File: config.mk
export PLATFORM = sky130hd
export DESIGN_NAME = output_port_arbiter
export DESIGN_NICKNAME = d
export VERILOG_FILES = /design/src/rtl/noc_pkg.sv /design/src/rtl/rr_pick.sv /design/src/rtl/output_port_arbiter.sv
export SDC_FILE = /design/constraint.sdc
export NUM_CORES = 1
export LEC_CHECK = 0
export ABC_AREA = 1
export CAP_MARGIN = 20
export CORE_MARGIN = 2
export CORE_UTILIZATION = 48
export CTS_BUF_LIST = sky130_fd_sc_hd__clkbuf_8 sky130_fd_sc_hd__clkbuf_16
export DETAILED_ROUTE_END_ITERATION = 7
export PLACE_DENSITY = 0.78
export RECOVER_POWER = 25
export SLEW_MARGIN = 20
export SYNTH_ARGS = -nofsm -noshare
export SYNTH_HDL_FRONTEND = slang
export SYNTH_SLANG_ARGS = --single-unit
File: constraint.sdc
create_clock -name clk -period 2.9 [get_ports clk]
set_input_delay 0.58 -clock clk [delete_from_list [all_inputs] [get_ports clk]]
set_output_delay 0.58 -clock clk [all_outputs]
set_load 0.05 [all_outputs]
File: src/rtl/noc_pkg.sv
// Shared NoC definitions: flit/packet geometry, router port indices and the
// output-arbiter state encoding used by every output port instance.
package noc_pkg;

  localparam int FLIT_SIZE    = 4;
  localparam int PACKET_SIZE  = 32;
  localparam int ADDRESS_SIZE = 8;
  localparam int FLIT_NUMBER  = PACKET_SIZE / FLIT_SIZE;

  // Router port indices; also the input numbering seen by each output arbiter.
  localparam int NUM_PORTS = 5;
  localparam int LOCAL     = 0;
  localparam int NORTH     = 1;
  localparam int EAST      = 2;
  localparam int SOUTH     = 3;
  localparam int WEST      = 4;

  // IDLE: link free, arbitrating. LOCKED: link owned by one input for a packet.
  typedef enum logic {
    IDLE   = 1'b0,
    LOCKED = 1'b1
  } arb_state_e;

endpackage

File: src/rtl/rr_pick.sv
// Round-robin picker: returns the first asserted request at or above
// rr_ptr_i, wrapping modulo N. Purely combinational, shared by all output
// ports of the router.
module rr_pick #(
  parameter int N  = 5,
  parameter int IW = (N > 1) ? $clog2(N) : 1
) (
  input  logic [N-1:0]  req_i,
  input  logic [IW-1:0] rr_ptr_i,
  output logic [N-1:0]  winner_oh_o,
  output logic [IW-1:0] winner_idx_o,
  output logic          any_o
);

  int   cand;
  logic found;

  // Scan N candidate positions starting at the pointer; the first hit wins.
  always_comb begin
    winner_oh_o  = '0;
    winner_idx_o = '0;
    found        = 1'b0;
    cand         = 0;
    for (int k = 0; k < N; k++) begin
      cand = int'(rr_ptr_i) + k;
      if (cand >= N) begin
        cand = cand - N;
      end
      if (!found && req_i[cand]) begin
        found             = 1'b1;
        winner_idx_o      = cand[IW-1:0];
        winner_oh_o[cand] = 1'b1;
      end
    end
    any_o = |req_i;
  end

endmodule

File: src/rtl/output_port_arbiter.sv
// Output port arbiter: shares one router output link among NUM_INPUTS input
// port controllers. Round-robin, packet-granular: a winner keeps the link
// until all of its flits have been transferred, then the link idles one
// cycle so the finished controller can drop req before re-arbitration.
//
// Handshake: a flit transfers on a cycle where the link is LOCKED,
// flit_out_valid (the granted input's flit_valid) is 1 and out_ready is 1.
// Either side may stall; the flit and the flit counter simply hold.
module output_port_arbiter #(
  parameter int NUM_INPUTS  = noc_pkg::NUM_PORTS,
  parameter int FLIT_SIZE   = noc_pkg::FLIT_SIZE,
  parameter int PACKET_SIZE = noc_pkg::PACKET_SIZE
) (
  input  logic                            clk,
  input  logic                            reset,
  input  logic [NUM_INPUTS-1:0]           req,
  input  logic [NUM_INPUTS*FLIT_SIZE-1:0] flit_in,
  input  logic [NUM_INPUTS-1:0]           flit_valid,
  input  logic                            out_ready,
  output logic [NUM_INPUTS-1:0]           grant,
  output logic [NUM_INPUTS-1:0]           stall,
  output logic [FLIT_SIZE-1:0]            flit_out,
  output logic                            flit_out_valid,
  output logic                            packet_done,
  output logic                            protocol_err,
  output noc_pkg::arb_state_e             state_dbg
);

  import noc_pkg::*;

  localparam int FLITS = PACKET_SIZE / FLIT_SIZE;
  localparam int CW    = (FLITS > 1) ? $clog2(FLITS) : 1;
  localparam int IW    = (NUM_INPUTS > 1) ? $clog2(NUM_INPUTS) : 1;

  localparam logic [CW-1:0] LAST_FLIT = CW'(FLITS - 1);
  localparam logic [IW-1:0] LAST_IN   = IW'(NUM_INPUTS - 1);

  arb_state_e            state_q, state_d;
  logic [NUM_INPUTS-1:0] grant_q, grant_d;
  logic [IW-1:0]         gidx_q, gidx_d;
  logic [IW-1:0]         rr_ptr_q, rr_ptr_d;
  logic [CW-1:0]         flit_cnt_q, flit_cnt_d;
  logic                  perr_q, perr_d;

  logic [NUM_INPUTS-1:0] pick_oh;
  logic [IW-1:0]         pick_idx;
  logic                  pick_any;

  logic locked;
  logic xfer;
  logic last_xfer;

  rr_pick #(
    .N  (NUM_INPUTS),
    .IW (IW)
  ) u_pick (
    .req_i        (req),
    .rr_ptr_i     (rr_ptr_q),
    .winner_oh_o  (pick_oh),
    .winner_idx_o (pick_idx),
    .any_o        (pick_any)
  );

  // Datapath: mux the granted input onto the link and flag transfers.
  always_comb begin
    locked         = (state_q == LOCKED);
    flit_out_valid = locked & flit_valid[gidx_q];
    flit_out       = locked ? flit_in[int'(gidx_q)*FLIT_SIZE +: FLIT_SIZE] : '0;
    xfer           = flit_out_valid & out_ready;
    last_xfer      = xfer && (flit_cnt_q == LAST_FLIT);
    packet_done    = last_xfer;
    stall          = req & ~grant_q;
    grant          = grant_q;
    protocol_err   = perr_q;
    state_dbg      = state_q;
  end

  // Next-state: arbitrate in IDLE, count flits and release in LOCKED.
  always_comb begin
    state_d    = state_q;
    grant_d    = grant_q;
    gidx_d     = gidx_q;
    rr_ptr_d   = rr_ptr_q;
    flit_cnt_d = flit_cnt_q;
    perr_d     = perr_q;
    case (state_q)
      IDLE: begin
        if (pick_any) begin
          grant_d    = pick_oh;
          gidx_d     = pick_idx;
          flit_cnt_d = '0;
          state_d    = LOCKED;
        end
      end
      LOCKED: begin
        // The owner must hold req until its last flit; the link is kept
        // regardless so downstream never sees a truncated packet.
        if (!req[gidx_q]) begin
          perr_d = 1'b1;
        end
        if (last_xfer) begin
          grant_d    = '0;
          flit_cnt_d = '0;
          rr_ptr_d   = (gidx_q == LAST_IN) ? '0 : gidx_q + 1'b1;
          state_d    = IDLE;
        end else if (xfer) begin
          flit_cnt_d = flit_cnt_q + 1'b1;
        end
      end
      default: begin
        state_d = IDLE;
        grant_d = '0;
      end
    endcase
  end

  // State register; reset abandons any packet in flight.
  always_ff @(posedge clk) begin
    if (reset) begin
      state_q    <= IDLE;
      grant_q    <= '0;
      gidx_q     <= '0;
      rr_ptr_q   <= '0;
      flit_cnt_q <= '0;
      perr_q     <= 1'b0;
    end else begin
      state_q    <= state_d;
      grant_q    <= grant_d;
      gidx_q     <= gidx_d;
      rr_ptr_q   <= rr_ptr_d;
      flit_cnt_q <= flit_cnt_d;
      perr_q     <= perr_d;
    end
  end

endmodule
* After elaboration in Yosys (flattened, before gate mapping)
Index checks and enable logic that the tools add are counted.
Word-level totals: flip-flop bits (word level) 16, input bits 33, output and inout port bits 18, logic and storage cells 129
Cells by class: add/sub/neg operators 11, $lt $le $gt $ge 16, equality and inequality tests 5, shift operators 1, muxes and demuxes 60, bitwise logic cells 10, reductions and logical operators 20
Operators by type and width (count):
- $ge 32x1->1 const B | 5
- $lt 32x5->1 const B | 5
- $mux 32 | 5
- $ge 32x4->1 const B | 4
- $sub 32x4->32 const B | 4
- $mux 5 | 7
- $mux 3 | 9
- $mux 1 | 23
- $bmux 1 s3 | 7
- $or 5x5->5 | 4
- $shiftx 20x6->4 | 1
- $demux 1 s3 | 5
- $logic_and 1x1->1 | 10
- $pmux 5 s2 | 1
- $reduce_and 2->1 | 5
- $add 3x2->4 const B | 2
- $add 3x1->3 const B | 2
- $eq 3x3->1 const B | 2
- $pmux 3 s2 | 1
- $and 5x5->5 | 1
- $not 5->5 | 1
- $reduce_or 5->1 | 1
- $add 3x1->4 const B | 1
- $add 3x3->4 const B | 1
- other kinds (10) | 16

* Logic depth before layout (Yosys ltp)
Gate-level depths: netlist of run 1.
word-level depth 20, gate-level depth with buffers 24, depth with buffers taken out 21

* Hierarchy
From an unflattened synthesis of run 1, not the netlist that was laid out.
Unflattened totals: cell total of the unflattened synthesis 437, area total of the unflattened synthesis 2555.0 um^2
By module, submodules not included:
- rr_pick | times used 1, cells each 270, area each 1481.4 um^2, sequential area each 0.0 um^2
- output_port_arbiter | times used 1, cells each 167, area each 1073.5 um^2, sequential area each 320.3 um^2

* Least setup slack after synthesis of run 1
OpenSTA, ideal clock, no wires.
path kind reg2out, start reg gidx_q[1], end out packet_done, arrival 2.634 ns, required time 2.320 ns, path slack -0.314 ns, stages on the path, launching flop included 7, buffers on the path 1, cell sequence dfxtp_1 clkbuf_1 nor3_1 nand2_1 a21oi_1 nand3_1 inv_1
Between the ends: longest elaborated chain between the ends 5
Ends and longest elaborated chain:
- start: declaration | RTL line output_port_arbiter.sv:40 | logic [IW-1:0] gidx_q, gidx_d;
- start signal: assignment | RTL line output_port_arbiter.sv:129 | gidx_q <= gidx_d;
- $bmux 1 s3 | RTL line output_port_arbiter.sv:67 | flit_out_valid = locked & flit_valid[gidx_q];
- $mux 1 (not written as such) | RTL line output_port_arbiter.sv:67
- $and 1x1->1 | RTL line output_port_arbiter.sv:67
- via flit_out_valid | RTL line output_port_arbiter.sv:23 | output logic flit_out_valid,
- $and 1x1->1 | RTL line output_port_arbiter.sv:69 | xfer = flit_out_valid & out_ready;
- $logic_and 1x1->1 | RTL line output_port_arbiter.sv:70 | last_xfer = xfer && (flit_cnt_q == LAST_FLIT);
- end: declaration | RTL line output_port_arbiter.sv:24 | output logic packet_done,
The timed path passes the listed nets, and every way through them passes these cells. The select of a mux whose other input is x is not followed.

* Worst setup path in the final report of run 1
start reg rr_ptr_q[0], end reg gidx_q[1]
Between the ends: longest elaborated chain between the ends 18, elaborated cells on any way between the ends 51, those cells by class add/sub: 9; order compare: 5; mux: 29; reduce/logical: 8
Ends and longest elaborated chain:
- start: declaration | RTL line output_port_arbiter.sv:41 | logic [IW-1:0] rr_ptr_q, rr_ptr_d;
- start signal: assignment | RTL line output_port_arbiter.sv:130 | rr_ptr_q <= rr_ptr_d;
- parallel branches: the longest is 17 deep, another holds $sub 32x4->32
- $mux 3 * | RTL line rr_pick.sv:29 | if (!found && req_i[cand]) begin
Every way passes the cells marked *. The select of a mux whose other input is x is not followed. A chain may end at the register's enable or synchronous reset.

==> tab_implementation.tex, run 1 <==
\begin{tabular}{lr}
\hline
Metric & Value \\
\hline
\multicolumn{2}{l}{\textbf{Outcome}} \\
\quad Outcome & completed \\
\multicolumn{2}{l}{\textbf{Worst setup path}} \\
\quad CP Max Fanout & 16 \\
\quad Critical path arrival & 2.81 ns \\
\quad Crit-path leading delay family & simple AND/OR/NAND/NOR gates \\
\quad Setup CP Type & reg2reg \\
\quad Critical path required time & 3.02 ns \\
\quad Worst R2R Path Depth & 15 \\
\quad Most repeated library cell on the critical path & sky130\_fd\_sc\_hd\_\_nand2\_1 \\
\quad Slowest stage cell, crit path & sky130\_fd\_sc\_hd\_\_fa\_2 \\
\quad Nature of the critical path endpoint & flip-flop \\
\quad Buffers \& Inverters on Critical Path & 3 \\
\quad CP max stage delay & 0.41 ns \\
\quad Critical path cell sequence & inv\_2 > buf\_4 > ha\_1 > fa\_2 > nand2\_4 > nand2\_1 > o21ai\_1 > nand2\_1 > nand2\_2 > nand3\_2 > nor2\_4 > buf\_4 > a21oi\_1 > nand2\_1 > a21oi\_2 \\
\quad Instance count on the critical path & 15 \\
\quad Critical Path Source Type & flip-flop \\
\multicolumn{2}{l}{\textbf{Logic synthesis}} \\
\quad Area share of the largest cell type after synthesis & 0.195 \\
\quad Cell area after technology mapping & 2550 µm² \\
\quad Leading area contributor after synthesis & sky130\_fd\_sc\_hd\_\_nand2\_1 \\
\quad Number of nets produced by synthesis & 506 \\
\quad Flops \& latches, synth & 16 \\
\quad Mux contribution to synthesized area & 0 \\
\quad Synthesized-area fraction occupied by ao, oa, aoi and oai cells & 0.161 \\
\quad Count of yosys warnings during synthesis & 0 \\
\quad Average footprint of a synthesized cell & 5.69 µm² \\
\quad Post-synth EDFFs & 0 \\
\quad Dominant cells by area after synthesis & sky130\_fd\_sc\_hd\_\_nand2\_1, sky130\_fd\_sc\_hd\_\_dfxtp\_1, sky130\_fd\_sc\_hd\_\_ha\_1, sky130\_fd\_sc\_hd\_\_nand3\_1, sky130\_fd\_sc\_hd\_\_a21oi\_1 \\
\quad Adder-cell share of the synthesized area & 0.120 \\
\quad Count of unique library cells instantiated by Yosys & 29 \\
\quad XOR/XNOR Fraction of Synth Area & 0 \\
\quad Gate count of the mapped netlist & 449 \\
\quad Combinational family with the most area after synthesis & simple AND/OR/NAND/NOR gates \\
\quad Fraction of the mapped netlist area in simple logic gates & 0.497 \\
\quad Main synth FF type & sky130\_fd\_sc\_hd\_\_dfxtp\_1 \\
\quad Sequential fraction of the synthesis area & 0.125 \\
\quad Post-synth ARST share & 0 \\
\multicolumn{2}{l}{\textbf{Timing}} \\
\quad Worst slew margin & 0.603 \\
\quad Final hold viol count & 0 \\
\quad Transition at the pin with the smallest max-transition slack & 0.589 ns \\
\quad WHS & 0.474 ns \\
\quad Count of endpoints failing setup in the final report & 0 \\
\quad Shortest period the worst path allows & 2.69 ns \\
\quad Final total negative setup slack & 0 ns \\
\quad Final Max Slew Viols & 0 \\
\quad Achievable frequency & 372 MHz \\
\quad Part of the cycle the worst path needs & 0.926 \\
\quad Clock skew after layout & 0.00203 ns \\
\multicolumn{2}{l}{\textbf{Die}} \\
\quad Die outline width & 77.0 µm \\
\quad Effective utilization at floorplan & 0.500 \\
\quad I/O Pins & 51 \\
\quad Placeable core region & 5110 µm² \\
\quad Core Rows & 26 \\
\quad Die outline height & 77.0 µm \\
\quad DIE AREA & 5920 µm² \\
\multicolumn{2}{l}{\textbf{Power and ir drop}} \\
\quad Final Total Pwr & 0.720 mW \\
\quad Worst-case vdd ir drop & 0.191 mV \\
\quad Power Density & 217 nW/µm² \\
\quad Lkg Pwr & 1.56 nW \\
\multicolumn{2}{l}{\textbf{Final layout}} \\
\quad Commonest non-fill, non-tap cell in the layout & sky130\_fd\_sc\_hd\_\_nand2\_1 \\
\quad Combined area of the multi-input logic cells & 2030 µm² \\
\quad Layout cells sized above 1 & 0.137 \\
\quad Fill count & 495 \\
\quad FF+latch area & 322 µm² \\
\quad Non-filler instance count after layout & 575 \\
\quad Area added between synthesis and finish & 30.1\% \\
\quad Ant. Diodes & 0 \\
\quad Final-stage net count & 563 \\
\quad Finished Core Util & 0.651 \\
\quad Most frequent cells in the layout & sky130\_fd\_sc\_hd\_\_nand2\_1, sky130\_fd\_sc\_hd\_\_nand3\_1, sky130\_fd\_sc\_hd\_\_inv\_1 \\
\multicolumn{2}{l}{\textbf{Clock tree}} \\
\quad TritonCTS clock tree & yes \\
\quad Maximum root-to-sink buffer count & 2 \\
\quad Number of buffers created by CTS & 3 \\
\quad CTS Sinks & 16 \\
\quad Clock Root Buffer & sky130\_fd\_sc\_hd\_\_clkbuf\_8 \\
\quad CTS H-tree depth & 1 \\
\quad Number of buffers added to fix hold violations after cts & 0 \\
\quad Clock-pin transition on the worst setup and hold timing paths & 0.07 ns \\
\quad Worst-skew pair later-pin latency & 0.25 ns \\
\multicolumn{2}{l}{\textbf{Drt}} \\
\quad Initial drt markers & 400 \\
\quad Wire per inst & 14.0 µm \\
\quad Total number of vias & 3,277 \\
\quad Routed Wire Length & 8020 µm \\
\quad Number of nets with antenna violations after detailed routing & 0 \\
\quad Average vias per placed instance & 5.70 \\
\quad Count of unresolved DRC violations after routing & 0 \\
\quad Detailed Routing Iterations Pass 1 & 6 \\
\multicolumn{2}{l}{\textbf{Global routing}} \\
\quad Total GRT Usage & 0.268 \\
\quad First-pass GRT wire length & 13,300 µm \\
\quad Maximum number of pins on one net before global-route repair & 19 \\
\quad Number of antenna violations at the first check in global routing & 0 \\
\quad Sum of overflow across all layers after global routing & 0 \\
\quad Vias in the first global route & 2,980 \\
\multicolumn{2}{l}{\textbf{Placed design}} \\
\quad Count of input and output buffers & 50 \\
\quad Placed Cells & 569 \\
\quad Sum of net half-perimeters after detailed placement & 6180 µm \\
\quad Gp weighted congestion & 1.02 \\
\multicolumn{2}{l}{\textbf{Worst hold path}} \\
\quad Worst Hold Class & reg2reg \\
\quad Hold-critical path depth & 2 \\
\multicolumn{2}{l}{\textbf{Run}} \\
\quad Max Cap Viol & 0 \\
\hline
\end{tabular}
==> sequential cells by signal, indices dropped and copies added (netlist names) <==
| name | flops |
|---|---|
| grant | 5 |
| flit_cnt_q | 3 |
| gidx_q | 3 |
| rr_ptr_q | 3 |
| protocol_err | 1 |
| state_dbg | 1 |
==> final cells by class <==
cell class	instances	share of cell area
Clock buffer	4	0.0166
Multi-Input combinational cell	377	0.612
Sequential cell	16	0.0967
Timing Repair Buffer	64	0.199
Inverter	44	0.0497
Tap cell	70	0.0263
==> metrics by stage <==
stage | cell area (µm²) | worst slack (ns)
after floorplan | 2560 | 0.0751
after global placement | 3220 | 0.221
after detailed placement | 3220 | 0.154
after CTS | 3270 | 0.137
after global routing | 3320 | -0.0199
final | 3320 | 0.214
==> path summary, 6_finish.rpt <==
check | startpoint | end | slack [ns]
setup / recovery | rr_ptr_q[0]$_SDFFE_PP0P_ | gidx_q[1]$_SDFFE_PP0P_ | 0.21
hold / removal | flit_cnt_q[2]$_SDFFE_PP0P_ | flit_cnt_q[2]$_SDFFE_PP0P_ | 0.47
setup reg to reg | rr_ptr_q[0]$_SDFFE_PP0P_ | gidx_q[1]$_SDFFE_PP0P_ | 0.21
hold reg to reg | flit_cnt_q[2]$_SDFFE_PP0P_ | flit_cnt_q[2]$_SDFFE_PP0P_ | 0.47
==> metal layers <==
layer	track usage	vias to the layer above	wire, µm
met5	0	-	0
met4	0.0691	0	156
met3	0.0353	19	559
met2	0.490	151	3870
met1	0.329	1490	3440
li1	-	1617	-
==> worst reg2reg max path: stages (launching register included) <==
cell and delay, ns:
sky130_fd_sc_hd__dfxtp_2 0.34, sky130_fd_sc_hd__inv_2 0.04, sky130_fd_sc_hd__buf_4 0.19, sky130_fd_sc_hd__ha_1 0.23
sky130_fd_sc_hd__fa_2 0.41, sky130_fd_sc_hd__nand2_4 0.12, sky130_fd_sc_hd__nand2_1 0.06, sky130_fd_sc_hd__o21ai_1 0.27
sky130_fd_sc_hd__nand2_1 0.12, sky130_fd_sc_hd__nand2_2 0.14, sky130_fd_sc_hd__nand3_2 0.10, sky130_fd_sc_hd__nor2_4 0.19
sky130_fd_sc_hd__buf_4 0.15, sky130_fd_sc_hd__a21oi_1 0.06, sky130_fd_sc_hd__nand2_1 0.09, sky130_fd_sc_hd__a21oi_2 0.05
==> repair_timing <==
| item | 4_1_cts | 5_1_grt |
|---|---|---|
| setup buffers | 0 | 2 |
| endpoints found under the setup margin | 0 | 8 |
| gates resized for setup | 0 | 13 |
==> synth_stat cells, types with 2 or more instances <==
| master | number |
|---|---|
| sky130_fd_sc_hd__nor2_4 | 4 |
| sky130_fd_sc_hd__nand2_1 | 133 |
| sky130_fd_sc_hd__a21oi_1 | 38 |
| sky130_fd_sc_hd__nand3_2 | 4 |
| sky130_fd_sc_hd__buf_4 | 3 |
| sky130_fd_sc_hd__nor2_1 | 39 |
| sky130_fd_sc_hd__dfxtp_1 | 16 |
| sky130_fd_sc_hd__nor3_1 | 4 |
| sky130_fd_sc_hd__buf_6 | 3 |
| sky130_fd_sc_hd__nand2_4 | 2 |
| sky130_fd_sc_hd__o21a_1 | 2 |
| sky130_fd_sc_hd__nand2_2 | 15 |
| sky130_fd_sc_hd__inv_2 | 4 |
| sky130_fd_sc_hd__nand4_1 | 15 |
| sky130_fd_sc_hd__clkbuf_1 | 4 |
| sky130_fd_sc_hd__nor4_1 | 8 |
| sky130_fd_sc_hd__o21ai_1 | 3 |
| sky130_fd_sc_hd__inv_1 | 40 |
| sky130_fd_sc_hd__o21ai_0 | 26 |
| sky130_fd_sc_hd__ha_1 | 23 |
| sky130_fd_sc_hd__nand3_1 | 50 |
| sky130_fd_sc_hd__o22ai_1 | 6 |
==> where the power goes <==
| group | total, mW | internal, mW | leakage, nW | switching (mW) |
|---|---|---|---|---|
| clock | 0.201 | 0.121 | 0.0288 | 0.0809 |
| combinational | 0.281 | 0.117 | 1.40 | 0.164 |
| sequential | 0.237 | 0.228 | 0.131 | 0.00914 |
==> cells by family (layout without fill, tap and decap cells) <==
logic type	count (synthesis)	count (layout)
and+or+nand+nor	275	275
AOI/OAI and AO/OA	78	78
buffers and inverters	56	112
adders and majority gates	24	24
DFF	16	16
(Power assumes the default switching activity.)
==> run 2, diff against run 1 <==
--- a/config.mk
+++ b/config.mk
@@ -10,6 +10,7 @@
 export CORE_MARGIN = 2
 export CORE_UTILIZATION = 48
 export CTS_BUF_LIST = sky130_fd_sc_hd__clkbuf_8 sky130_fd_sc_hd__clkbuf_16
+export CTS_CLUSTER_SIZE = 14
 export DETAILED_ROUTE_END_ITERATION = 7
 export PLACE_DENSITY = 0.78
 export RECOVER_POWER = 25
==> results of run 2 <==
The final DEF is identical to that of run 1; final timing and power are the same.
==> run 3, diff against run 2 <==
--- a/config.mk
+++ b/config.mk
@@ -9,7 +9,7 @@
 export CAP_MARGIN = 20
 export CORE_MARGIN = 2
 export CORE_UTILIZATION = 48
-export CTS_BUF_LIST = sky130_fd_sc_hd__clkbuf_8 sky130_fd_sc_hd__clkbuf_16
+export CTS_BUF_LIST = sky130_fd_sc_hd__clkbuf_16
 export CTS_CLUSTER_SIZE = 14
 export DETAILED_ROUTE_END_ITERATION = 7
 export PLACE_DENSITY = 0.78
==> run 3 against run 2 <==
Combinational power about the same. Cell count is 0.35% higher. Sequential share of layout area is 0.11 points lower. Die area did not move. Total power grew 10%. Wire length grew 1.5%. Sequential power about the same. Largest power group unchanged.
==> tab_implementation.tex, run 3 (synthesized netlist as in run 1, its figures left out) <==
\begin{tabular}{lr}
\hline
Metric & Value \\
\hline
\multicolumn{2}{l}{\textbf{Worst setup path}} \\
\quad Critical Path Source Type & flip-flop \\
\quad Critical path required time & 3.07 ns (+0.05 ns) \\
\quad Nature of the critical path endpoint & flip-flop \\
\quad Setup CP Type & reg2reg \\
\quad CP Max Fanout & 8 (-8) \\
\quad Critical path arrival & 2.86 ns (+0.05 ns) \\
\multicolumn{2}{l}{\textbf{Die}} \\
\quad DIE AREA & 5920 µm² (unchanged) \\
\quad Die outline height & 77.0 µm (unchanged) \\
\quad Effective utilization at floorplan & 0.500 (unchanged) \\
\quad Placeable core region & 5110 µm² (unchanged) \\
\quad I/O Pins & 51 (unchanged) \\
\quad Core Rows & 26 (unchanged) \\
\quad Die outline width & 77.0 µm (unchanged) \\
\multicolumn{2}{l}{\textbf{Clock tree}} \\
\quad CTS H-tree depth & 1 (unchanged) \\
\quad Worst-skew pair later-pin latency & 0.25 ns (about the same) \\
\quad TritonCTS clock tree & yes \\
\quad Clock Root Buffer & sky130\_fd\_sc\_hd\_\_clkbuf\_16 \\
\quad Number of buffers created by CTS & 3 (unchanged) \\
\quad CTS Sinks & 16 (unchanged) \\
\quad Clock-pin transition on the worst setup and hold timing paths & 0.05 ns (-0.02 ns) \\
\quad Maximum root-to-sink buffer count & 2 (unchanged) \\
\multicolumn{2}{l}{\textbf{Final layout}} \\
\quad Fill count & 487 (-1.6\%) \\
\quad Most frequent cells in the layout & sky130\_fd\_sc\_hd\_\_nand2\_1, sky130\_fd\_sc\_hd\_\_nand3\_1, sky130\_fd\_sc\_hd\_\_inv\_1 \\
\quad Area added between synthesis and finish & 31.6\% \\
\quad Final-stage net count & 565 (+0.36\%) \\
\quad Layout Cell Area excl Fill & 3360 µm² (+1.1\%) \\
\quad Ant. Diodes & 0 (unchanged) \\
\quad Layout cells sized above 1 & 0.138 (+0.00143) \\
\quad Flip-flop count of the largest register after layout & 5 (unchanged) \\
\quad Commonest non-fill, non-tap cell in the layout & sky130\_fd\_sc\_hd\_\_nand2\_1 \\
\multicolumn{2}{l}{\textbf{Global routing}} \\
\quad Layer carrying the most global-route usage & met2 \\
\quad First-pass GRT wire length & 13,400 µm (+0.77\%) \\
\quad Vias in the first global route & 3,008 (+0.94\%) \\
\quad Total GRT Usage & 0.272 (+0.00321) \\
\quad Global-route met2 utilization & 0.488 (-0.00263) \\
\quad Met3 track utilization from global routing & 0.0388 (+0.00353) \\
\quad Maximum number of pins on one net before global-route repair & 19 (unchanged) \\
\quad GRT met1 Usage & 0.331 (+0.00215) \\
\quad Number of antenna violations at the first check in global routing & 0 (unchanged) \\
\quad Sum of overflow across all layers after global routing & 0 (unchanged) \\
\multicolumn{2}{l}{\textbf{Timing}} \\
\quad Final Max Slew Viols & 0 (unchanged) \\
\quad Final hold viol count & 0 (unchanged) \\
\quad Achievable frequency & 372 MHz (-0.12\%) \\
\quad Clock skew after layout & 0.00128 ns (-0.000750 ns) \\
\quad Shortest period the worst path allows & 2.69 ns (+0.00335 ns) \\
\quad Count of endpoints failing setup in the final report & 0 (unchanged) \\
\quad Setup ws final & 0.211 ns (-0.00335 ns) \\
\quad Final total negative setup slack & 0 ns (unchanged) \\
\quad Worst slew margin & 0.597 (-0.00671) \\
\quad RSZ-0062 raised after global routing & false \\
\quad Part of the cycle the worst path needs & 0.927 (+0.00116) \\
\quad Transition at the pin with the smallest max-transition slack & 0.599 ns (+0.00996 ns) \\
\multicolumn{2}{l}{\textbf{Drt}} \\
\quad Average vias per placed instance & 5.75 (+0.93\%) \\
\quad Total number of vias & 3,319 (+1.3\%) \\
\quad Initial drt markers & 261 (-35\%) \\
\quad Number of nets with antenna violations after detailed routing & 0 (unchanged) \\
\quad Wire per inst & 14.1 µm (+1.2\%) \\
\quad Detailed Routing Iterations Pass 1 & 7 (+1) \\
\quad Count of unresolved DRC violations after routing & 0 (unchanged) \\
\quad Routed Wire Length & 8150 µm (+1.5\%) \\
\multicolumn{2}{l}{\textbf{Placed design}} \\
\quad Gp weighted congestion & 1.02 (unchanged) \\
\quad Count of input and output buffers & 50 (unchanged) \\
\quad Cell area reported after detailed placement & 3220 µm² (unchanged) \\
\quad Sum of net half-perimeters after detailed placement & 6180 µm (unchanged) \\
\quad Post-Place Worst Slack & 0.154 ns (unchanged) \\
\multicolumn{2}{l}{\textbf{Power and ir drop}} \\
\quad Power Density & 236 nW/µm² (+9.1\%) \\
\quad Lkg Pwr & 1.59 nW (+1.5\%) \\
\quad Worst-case vdd ir drop & 0.194 mV (+1.8\%) \\
\multicolumn{2}{l}{\textbf{Outcome}} \\
\quad Outcome & completed \\
\multicolumn{2}{l}{\textbf{Run}} \\
\quad Max Cap Viol & 0 (unchanged) \\
\multicolumn{2}{l}{\textbf{Worst hold path}} \\
\quad Worst Hold Class & reg2reg \\
\hline
\end{tabular}
## run 3: report_power, final
part / total (mW) / internal (mW) / leakage, nW / switching, mW
clock network: 0.275 / 0.183 / 0.0385 / 0.0922
registers: 0.238 / 0.229 / 0.131 / 0.00915
logic: 0.282 / 0.118 / 1.42 / 0.164
## run 3: worst paths after layout
path / from / cells after the start / slack, ns / end
min reg2reg: flit_cnt_q[2]$_SDFFE_PP0P_ / 2 / 0.47 / flit_cnt_q[2]$_SDFFE_PP0P_
min: flit_cnt_q[2]$_SDFFE_PP0P_ / 2 / 0.47 / flit_cnt_q[2]$_SDFFE_PP0P_
max: rr_ptr_q[0]$_SDFFE_PP0P_ / 17 / 0.21 / gidx_q[2]$_SDFFE_PP0P_
max reg2reg: rr_ptr_q[0]$_SDFFE_PP0P_ / 17 / 0.21 / gidx_q[2]$_SDFFE_PP0P_
## run 3: worst max-delay path: stages (launching register included)
cell	delay [ns]
sky130_fd_sc_hd__dfxtp_2	0.33
sky130_fd_sc_hd__inv_2	0.04
sky130_fd_sc_hd__ha_1	0.23
sky130_fd_sc_hd__ha_2	0.40
sky130_fd_sc_hd__inv_1	0.12
sky130_fd_sc_hd__nor2_2	0.17
sky130_fd_sc_hd__nor2_4	0.07
sky130_fd_sc_hd__nand3_1	0.07
sky130_fd_sc_hd__nand2_1	0.05
sky130_fd_sc_hd__nor2_1	0.17
sky130_fd_sc_hd__nand3_1	0.13
sky130_fd_sc_hd__nand3_1	0.15
sky130_fd_sc_hd__nand2_2	0.08
sky130_fd_sc_hd__nor2_4	0.20
sky130_fd_sc_hd__inv_1	0.12
sky130_fd_sc_hd__nand4_1	0.11
sky130_fd_sc_hd__nand2_1	0.06
sky130_fd_sc_hd__a21oi_1	0.11
## run 3: repair_timing
item | CTS | global route
setup endpoints to repair | 0 | 8
endpoints found under the hold margin | 0 | 0
resized for setup | 0 | 13
hold buffers | 0 | 0
setup buffers | 0 | 4
## run 3: routing by layer
metal / wire (µm) / share of wire
met5: 0 / 0
met2: 3920 / 0.48
met3: 601 / 0.074
met1: 3430 / 0.42
met4: 196 / 0.024
## run 3: metrics by stage
step                hold slack, ns   util  cells  power (mW)
floorplan                    0.443      -    449       0.400
global placement             0.451  0.630    569       0.518
detailed placement           0.466  0.630    569       0.520
CTS                          0.475  0.645    573       0.789
global route                 0.513  0.658    577       0.829
finish                       0.471  0.658    577       0.795
## run 3: cell type report
class | count | area [µm²] | share of cell area
clock inverter | 1 | 3.75 | 0.00112
sequential | 16 | 322 | 0.0956
multi-input combinational | 377 | 2030 | 0.603
clock buffer | 3 | 75.1 | 0.0223
tap | 70 | 87.6 | 0.0261
inverter | 44 | 165 | 0.0491
timing repair buffer | 66 | 681 | 0.202
